`config.mk`:
```
export PLATFORM = sky130hd
export DESIGN_NAME = reg_file_mp
export DESIGN_NICKNAME = d
export VERILOG_FILES = /design/src/rtl/reg_file_mp_pkg.sv /design/src/rtl/reg_file_mp_scoreboard.sv /design/src/rtl/reg_file_mp.sv
export SDC_FILE = /design/constraint.sdc
export NUM_CORES = 1
export LEC_CHECK = 0
export ABC_AREA = 1
export CORE_ASPECT_RATIO = 1.75
export CORE_UTILIZATION = 40
export CTS_CLUSTER_SIZE = 25
export DETAILED_ROUTE_END_ITERATION = 10
export PLACE_DENSITY_LB_ADDON = 0.05
export SETUP_SLACK_MARGIN = 0.3
export SLEW_MARGIN = 20
export SYNTH_ARGS = -nofsm -noshare
export SYNTH_HDL_FRONTEND = slang
export SYNTH_SLANG_ARGS = --single-unit
export TNS_END_PERCENT = 100
```
`constraint.sdc`:
```
create_clock -name clk -period 2 [get_ports clk]
set_input_delay 0.4 -clock clk [delete_from_list [all_inputs] [get_ports clk]]
set_output_delay 0.4 -clock clk [all_outputs]
set_load 0.02 [all_outputs]
```
`src/rtl/reg_file_mp_pkg.sv`:
```
// Shared definitions for the multi-port register file and the decode/hazard logic.
// Default geometry and the INIT/RUN state encoding live here so every consumer agrees.
// Optional write-to-read bypass is selected by the RF_BYPASS_EN macro in the top.
package reg_file_mp_pkg;

    localparam int RF_DATA_W_DEF = 16;
    localparam int RF_ADDR_W_DEF = 4;

    typedef enum logic {
        RF_INIT = 1'b0,
        RF_RUN  = 1'b1
    } rf_state_e;

endpackage

```
`src/rtl/reg_file_mp_scoreboard.sv`:
```
// Purpose: per-register busy flags; decode sets a flag, writeback clears it.
// Latency: flags update on the rising edge, visible the following cycle.
// Backpressure: none; set and clear are accepted every cycle, set wins on the same address.
module rf_scoreboard
    import reg_file_mp_pkg::*;
#(
    parameter int ADDR_W   = RF_ADDR_W_DEF,
    parameter int NUM_REGS = 2**ADDR_W
) (
    input  logic                clk,
    input  logic                rst,
    input  logic                sb_set,
    input  logic [ADDR_W-1:0]   sb_addr,
    input  logic                wr_en,
    input  logic [ADDR_W-1:0]   wr_addr,
    output logic [NUM_REGS-1:0] busy
);

    logic [NUM_REGS-1:0] r_busy;

    // Set has priority over clear: a newly issued producer supersedes the retiring one.
    always_ff @(posedge clk) begin
        if (rst) begin
            r_busy <= '0;
        end else begin
            for (int i = 0; i < NUM_REGS; i++) begin
                if (sb_set && (sb_addr == ADDR_W'(i))) begin
                    r_busy[i] <= 1'b1;
                end else if (wr_en && (wr_addr == ADDR_W'(i))) begin
                    r_busy[i] <= 1'b0;
                end
            end
        end
    end

    assign busy = r_busy;

endmodule

```
`src/rtl/reg_file_mp.sv`:
```
// Purpose: parametrised N_RD-read / 1-write register file with init sweep, ready flag and busy scoreboard.
// Latency: combinational reads; writes visible next cycle (same cycle when RF_BYPASS_EN is defined).
// Backpressure: none; reads return 0 and writes/sets are dropped until ready rises.
module reg_file_mp
    import reg_file_mp_pkg::*;
#(
    parameter int DATA_W = RF_DATA_W_DEF,
    parameter int ADDR_W = RF_ADDR_W_DEF,
    parameter int N_RD   = 2
) (
    input  logic                     clk,
    input  logic                     rst,
    input  logic [N_RD*ADDR_W-1:0]   rd_addr,
    output logic [N_RD*DATA_W-1:0]   rd_data,
    input  logic                     wr_en,
    input  logic [ADDR_W-1:0]        wr_addr,
    input  logic [DATA_W-1:0]        wr_data,
    input  logic                     sb_set,
    input  logic [ADDR_W-1:0]        sb_addr,
    output logic [(2**ADDR_W)-1:0]   busy,
    output logic                     ready
);

    localparam int NUM_REGS = 2**ADDR_W;

    rf_state_e          r_state;
    logic [ADDR_W-1:0]  r_clr_cnt;
    logic               r_ready;
    logic [DATA_W-1:0]  r_mem [NUM_REGS];

    logic w_run;
    logic w_wr_en;
    logic w_sb_set;

    // Writeback and issue are only honoured once the sweep has finished; a cycle
    // with rst high never commits a write.
    assign w_run    = (r_state == RF_RUN);
    assign w_wr_en  = wr_en  & w_run & ~rst;
    assign w_sb_set = sb_set & w_run & ~rst;

    // Init sweep FSM: one entry cleared per cycle, RUN is entered after the last one.
    always_ff @(posedge clk) begin
        if (rst) begin
            r_state   <= RF_INIT;
            r_clr_cnt <= '0;
            r_ready   <= 1'b0;
        end else if (r_state == RF_INIT) begin
            r_clr_cnt <= r_clr_cnt + 1'b1;
            if (r_clr_cnt == {ADDR_W{1'b1}}) begin
                r_state <= RF_RUN;
                r_ready <= 1'b1;
            end
        end
    end

    // Storage: the sweep owns the array in INIT, writeback owns it in RUN.
    always_ff @(posedge clk) begin
        if (!w_run) begin
            r_mem[r_clr_cnt] <= '0;
        end else if (w_wr_en) begin
            r_mem[wr_addr] <= wr_data;
        end
    end

    // Independent read muxes, forced to zero until the file is usable.
    for (genvar p = 0; p < N_RD; p++) begin : g_rd
        logic [ADDR_W-1:0] w_addr;
        logic [DATA_W-1:0] w_word;

        assign w_addr = rd_addr[p*ADDR_W +: ADDR_W];
`ifdef RF_BYPASS_EN
        assign w_word = (w_wr_en && (wr_addr == w_addr)) ? wr_data : r_mem[w_addr];
`else
        assign w_word = r_mem[w_addr];
`endif
        assign rd_data[p*DATA_W +: DATA_W] = w_run ? w_word : '0;
    end

    rf_scoreboard #(
        .ADDR_W   (ADDR_W),
        .NUM_REGS (NUM_REGS)
    ) u_scoreboard (
        .clk     (clk),
        .rst     (rst),
        .sb_set  (w_sb_set),
        .sb_addr (sb_addr),
        .wr_en   (w_wr_en),
        .wr_addr (wr_addr),
        .busy    (busy)
    );

    assign ready = r_ready;

endmodule

```
After elaboration in Yosys (flattened, before gate mapping)
Memories as Yosys holds them, arrays and structs flattened.
Index checks and enable logic that the tools add are counted.

storage, ports and cells
  register bits after elaboration = 22
  bits in writable memories = 256
  bits in latches = 0
  memory bits (read-only) = 0
  input bits = 36
  output and inout bits = 49
  memories = 1

cells by class
  reduce and logical (&&, ||, !) cells = 52
  shift operators = 0
  $add $sub $neg = 1
  equal/unequal tests = 31
  mux-type cells = 43
  div/mod/pow operators = 0
  $mul = 0
  bitwise operators = 6
  magnitude comparators = 0

memory list
  name   words  bits a word  rd ports  clocked after memory_dff  write ports  RTL line           source
  r_mem  16     16           2         0                         1            reg_file_mp.sv:29  logic [DATA_W-1:0] r_mem [NUM_REGS];

operators by type and width
  cell                 number
  $eq 4x4->1 const B   17
  $mux 16              3
  $mux 1               39
  $eq 4x3->1 const B   8
  $logic_and 1x1->1    32
  $reduce_bool 2->1    16
  $eq 4x2->1 const B   4
  $reduce_or 16->1     1
  $eq 4x1->1 const B   2
  $logic_not 4->1      2
  $add 4x1->4 const B  1
  $and 1x1->1          4
  $mux 4               1
  $not 1->1            2
  $reduce_and 2->1     1

Logic depth before layout (Yosys ltp)
Gate-level depths: netlist of run 1.

  depth in word-level cells = 7
  mapped depth = 8
  depth with buffers taken out = 7

Modules after synthesis
A second synthesis of run 1 with hierarchy kept.

unflattened totals
  cell total of the unflattened synthesis = 1838
  area total of the unflattened synthesis = 14840.5 µm²

modules (own cells, without submodules)
  module         seq. area each (µm²)  area each (µm²)  instances  cells each
  reg_file_mp    7807.5                14048.5          1          1723
  rf_scoreboard  320.3                 792.0            1          115

Worst setup path before layout of run 1
OpenSTA, ideal clock, no wires.

  kind = in2reg
  start = input port rst
  end = memory r_mem[4][0] (netlist name), enable pin
  setup time = 388 ps
  arrival time = 1726 ps
  slack = -115 ps
  path buffers = 1
  required time = 1612 ps
  cell stages on the path = 6
  cell sequence = inv_2 nand3_1 buf_6 a21oi_4 nand3_2 nor2_1

between the ends
  word-level cells in the longest chain between the ends = 7

ends and longest elaborated chain
  element                                            RTL line           source
  start, declared                                    reg_file_mp.sv:12  input logic rst,
  $not 1->1 *                                        reg_file_mp.sv:38  assign w_wr_en = wr_en & w_run & ~rst;
  $and 1x1->1 *                                      reg_file_mp.sv:38
  $mux 1 *                                           reg_file_mp.sv:60  end else if (w_wr_en) begin
  $mux 1 *                                           reg_file_mp.sv:58  if (!w_run) begin
  $mux 1 (not written as such) *                     reg_file_mp.sv:61  r_mem[wr_addr] <= wr_data;
  $reduce_or 16->1 (no line)                         n/a
  $mux 4 (no line) / $mux 1 (equally long branches)  n/a
  end, declared                                      reg_file_mp.sv:29

Every way passes the cells marked *; elsewhere a longest branch is shown, timed or not.

==> results of run 1 <==
## kinds of logic (layout without fill, tap and decap cells)
logic type | Yosys count | in the layout | synth area share (%)
AO/OA/AOI/OAI | 59 | 59 | 2.204
buffers and inverters | 409 | 672 | 11.05
other | 0 | 1 | 0
AND/OR/NAND/NOR | 1081 | 1081 | 31.74
flip-flops | 278 | 278 | 54.86
adder cells (fa/ha/maj) | 1 | 1 | 0.08445
XOR/XNOR | 1 | 1 | 0.05913
## cell usage after synthesis
master    count  area [um^2]
o21ai_2       2        17.52
nand2_1     567         2128
buf_2        75        375.4
a31oi_1       1        6.260
nor3b_2       1        12.51
edfxtp_1    256         7687
inv_2         8        30.03
dfxtp_1      22        440.4
clkbuf_1     23        86.33
nor2_4        2        22.52
buf_6         1        11.26
xor2_1        1        8.760
inv_1       291         1092
nand4_1       1        6.260
buf_1        11        41.29
o21ai_0       3        15.01
nor3_1        1        5.000
a21oi_4       2        32.53
nor2_1       44        165.2
ha_1          1        12.51
a21oi_1      51        255.2
nand3_1     458         2292
nor3_2        3        30.03
nand3_2       4        40.04
## sequential cells by signal (all words and copies together) (netlist names)
| register | flops |
|---|---|
| r_clr_cnt | 4 |
| r_state | 1 |
| u_scoreboard.busy | 16 |
| ready | 1 |
| r_mem | 256 |
## worst max-delay path: stages, from the launching register on
cell,delay [ns]
edfxtp_1,0.34
inv_2,0.04
buf_6,0.11
nand2_4,0.05
nand3_2,0.08
nand3_2,0.11
nand3_4,0.10
a21oi_4,0.29
buf_6,0.17
## repair_timing
action                                  in CTS  in global routing
endpoints found under the setup margin     401                415
cloned                                       7                  1
buffers inserted                            32                 12
pin swaps                                  119                157
gates resized for setup                    370                316
## final cells by class
type	instances	area [um^2]	area share, %
inverters	299	1156	5.332
well taps	470	588.1	2.712
clock inverters	12	141.4	0.6520
multi-input cells	1142	7043	32.48
clock buffers	40	827.0	3.814
repair buffers	321	3795	17.50
diodes	1	2.502	0.01154
flip-flops and latches	278	8132	37.50
## where the power goes
group | internal, mW | switching [mW]
Combinational | 0.899 | 1.34
Sequential | 6.38 | 0.0365
Clock | 3.26 | 2.36
Total | 10.5 | 3.74
## worst min path at each step
stage                               start                     to  slack [ns]  depth (start not counted)
global placement     u_scoreboard.busy[3]   u_scoreboard.busy[3]        0.45                          2
global route        u_scoreboard.busy[15]  u_scoreboard.busy[15]        0.49                          2
floorplan                    r_clr_cnt[3]           r_clr_cnt[3]        0.49                          2
CTS                  u_scoreboard.busy[3]   u_scoreboard.busy[3]        0.46                          2
finish              u_scoreboard.busy[13]  u_scoreboard.busy[13]        0.46                          2
detailed placement   u_scoreboard.busy[3]   u_scoreboard.busy[3]        0.45                          2
## per-layer routing
metal,share of wire [%],vias up,wire length (um)
met5,0,-,0
met4,6.2,0,3499
met3,5.8,170,3249
met2,51,571,28930
met1,37,6711,20550
li1,-,6408,-
## through the flow
stage,std cells,setup slack (ns)
after floorplan,1829,0.2759
after global placement,2458,-0.6790
after detailed placement,2458,-0.6819
after CTS,2549,-0.2525
after global routing,2563,-0.2905
final,2563,-0.2674
==> metrics.cfg, run 1 <==
[cells_and_area]
final_cell_mix=nand2_1 (494), edfxtp_1 (256), nand3_1 (224), inv_1 (220), nand3_2 (215)
utilization_pct=59.80
fin_nets=2107
area_delta_synth_final_pct=46.38
final_area_um2=21680
nFillCells=3162
layout_commonest_cell=nand2_1
drive_gt1_share_pct=37.19

[critical_path]
critPathCaptureType=output port
criticalPathCategory=register to output port
cp.arrival_ns=1.87
endpoint=rd_data[26]
critPathMaxFanout=2
regToRegStartpoint=r_state
critPathLaunch=r_mem[0][10]
r2r_cells=8
reg2reg_to=r_mem[12][10]
required_ns=1.60
rrSetupSlack_ns=0.02
start_kind=register

[placed_design]
port_buffers=84
hpwlAfterDp_um=35610
gp_congestion=0.9011
placed_cell_area_um2=18150

[grt]
met2_usage_pct=52.61
grt_overflow=0
grt_usage_pct=29.42
met1_usage_pct=33.59
grt_pass1_wl_um=82330
met3_usage_pct=3.025
antenna_found_initial=1
grt_pass1_vias=13720
grt_max_degree=47
busiest_layer=met2

[floorplanning]
rows=92
die_w_um=147.5
start_util_pct=40.86
io_pins=85
die_area_um2=37840
dieHeight_um=256.6
coreArea_um2=36260

[power_and_ir_drop]
cellLeakagePower_nw=9.468
ir_worst_vdd_mv=0.6170
finalPower_mw=14.28
p_per_area_nw_per_um2=658.4

[flow_run]
maxCapViolCount=0

[sta]
tightest_slew_ns=0.5384
post-route-period-util_pct=113.4
maxSlewHeadroom_pct=64.07
hold_viol=0
finalSetupTns_ns=-1.815
rsz0062_at_grt=yes
fin_hold_ws_ns=0.4592
clock-skew-final_ns=0.01245
max_freq_ghz=0.4410
setup_viol_count_final=24
period_needed_ns=2.267
setup_slack_ns=-0.2674
report.final.slew_viol_count=0

[cts]
path_clk_slew_ns=0.06
clk_latency_ns=0.57
cts_tree=built
htreeDepth=1
cts_hold_buf=0
cts_root_buf=clkbuf_16
cts.sinks=278
cts_made_buffers=28
clockBufferDepth=3

[routing]
wl_per_cell_um=21.94
drt_wl_total_um=56230
vias=13860
dr.pass1.iters=5
drt_iter0_drc=921
ant_nets=0
via_per_inst=5.408
post-route-drc-count=0

[synthesis]
synth_area_per_cell_um2=8.100
syn_area_um2=14810
synth_cell_types=24
seq_area_frac_synth_pct=54.86
ys.warnings.count=0
netlist_instances=1829
synth_fp_nets=1866
ys_ff_latch=278

[run_status]
status=finished with violations
failed_checks=setup timing

[hold_path]
hp-class=register to register

Note: power is estimated with default switching activity, not from simulation.
==> run 2, diff against run 1 <==
--- a/config.mk
+++ b/config.mk
@@ -10,6 +10,7 @@
 export CORE_UTILIZATION = 40
 export CTS_CLUSTER_SIZE = 25
 export DETAILED_ROUTE_END_ITERATION = 10
+export GPL_TIMING_DRIVEN = 0
 export PLACE_DENSITY_LB_ADDON = 0.05
 export SETUP_SLACK_MARGIN = 0.3
 export SLEW_MARGIN = 20
==> metrics.cfg, run 2 (synthesis gave the netlist of run 1 again) <==
[floorplanning]
start_util_pct=40.86
dieHeight_um=256.6
die_area_um2=37840
coreArea_um2=36260
die_w_um=147.5
rows=92
io_pins=85

[critical_path]
crit_chain=inv_1 > nand2_1 > nand3_1 > nand3_1 > nand3_2 > a21oi_4 > buf_6
regToRegStartpoint=r_state
reg2reg_to=r_mem[0][5]
r2r_cells=9
cp.arrival_ns=1.85
critPathCaptureType=output port
criticalPathCategory=register to output port
start_kind=register
critPathMaxFanout=2
required_ns=1.60
crit_top_cell=nand3_1
rrSetupSlack_ns=0.15
slowest_delay_ns=0.33
slowest_stage=edfxtp_1

[power_and_ir_drop]
ir_worst_vdd_mv=0.6442
cellLeakagePower_nw=8.861
p_per_area_nw_per_um2=692.1

[sta]
rsz0062_at_grt=yes
max_freq_ghz=0.4437
period_needed_ns=2.254
report.final.slew_viol_count=0
hold_viol=0
tightest_slew_ns=0.8832
clock-skew-final_ns=0.02119
setup_slack_ns=-0.2537
setup_viol_count_final=32
maxSlewHeadroom_pct=41.06
post-route-period-util_pct=112.7

[grt]
antenna_found_initial=0
grt_overflow=0
grt_usage_pct=35.16
grt_pass1_vias=13670
grt_pass1_wl_um=93630
grt_max_degree=17

[cts]
cts.sinks=278
path_clk_slew_ns=0.06
cts_root_buf=clkbuf_16
cts_hold_buf=0
cts_made_buffers=28
clk_latency_ns=0.59
cts_tree=built
htreeDepth=1
clockBufferDepth=3

[cells_and_area]
antenna_cells=0
area_delta_synth_final_pct=38.59
drive_gt1_share_pct=31.60
final_area_um2=20530
regArea_um2=8132
fin_cells=2486
nFillCells=3262
max_flop_register=r_mem
fin_nets=2032
largest_reg_flops=256
layout_commonest_cell=nand2_1
multi_input_area_um2=6889
final_cell_mix=nand2_1 (522), edfxtp_1 (256), nand3_1 (253), inv_1 (235), nand3_2 (177)

[hold_path]
hp-class=primary input to register
worstHoldPathCells=4
worst_hold_startpoint=rst
min_to=r_clr_cnt[1]

[placed_design]
placed_cell_area_um2=16600
dp.cells=2382
gp_congestion=0.9711
hpwlAfterDp_um=46040
port_buffers=80

[routing]
dr.pass1.iters=6
wl_per_cell_um=26.89
post-route-drc-count=0
via_per_inst=5.716
ant_nets=0
vias=14210
drt_wl_total_um=66840
drt_iter0_drc=1509

[run_status]
status=finished with violations
failed_checks=setup timing

[flow_run]
maxCapViolCount=0

-- run 2: how the worst max path moves through the flow --
stage,from,end,slack [ns]
floorplan,rst,r_mem[11][0],0.28
global placement,rd_addr[1],rd_data[14],-1.61
detailed placement,rd_addr[1],rd_data[14],-1.67
CTS,r_mem[13][10],rd_data[10],-0.17
global route,r_mem[1][10],rd_data[10],-0.34
finish,r_mem[1][10],rd_data[10],-0.25
-- run 2: power breakdown --
group | total (mW) | switching [mW] | internal [mW] | leakage [nW]
combinational | 2.25 | 1.49 | 0.768 | 5.54
sequential | 6.41 | 0.0305 | 6.38 | 2.88
clock | 5.54 | 2.45 | 3.09 | 0.442
total | 14.2 | 3.97 | 10.2 | 8.86
-- run 2: per-layer routing --
metal / track usage [%] / share of wire (%) / vias to the layer above
li1: - / - / 6255
met1: 39.34 / 34 / 6742
met2: 59.33 / 49 / 898
met3: 5.516 / 8.1 / 315
met4: 27.32 / 8.5 / 0
met5: 0 / 0 / -
-- run 2: area by class of cell --
class	count	share of cell area [%]
buffer	110	6.240
sequential	278	39.61
tap	470	2.864
timing repair buffer	136	7.539
clock buffer	32	3.486
multi-input combinational	1142	33.55
clock inverter	19	1.048
inverter	299	5.662
-- run 2: stage by stage --
stage	utilization [%]	setup WS (ns)	power [mW]	TNS (ns)	hold WS (ns)
detailed placement	45.78	-1.667	8.137	-461.09	0.4542
global placement	45.57	-1.614	8.115	-531.23	0.4500
floorplan	-	0.2759	7.467	0	0.4881
finish	56.62	-0.2537	14.21	-3.274	0.4528
CTS	54.01	-0.1738	14.01	-2.924	0.4410
global route	56.62	-0.3390	14.49	-4.780	0.4821
-- run 2: what timing repair did --
| action | in CTS | in global routing |
|---|---|---|
| pin swaps | 133 | 124 |
| buffers inserted | 38 | 11 |
| setup endpoints to repair | 571 | 438 |
| gates resized for setup | 623 | 222 |
| cloned | 4 | 0 |
-- run 2: worst max-delay path: cells and delay by family, from the launching register on --
family | cells | cell delay, ns
buffers and inverters | 2 | 0.22
and+or+nand+nor | 4 | 0.40
AOI/OAI and AO/OA | 1 | 0.30
DFF | 1 | 0.33
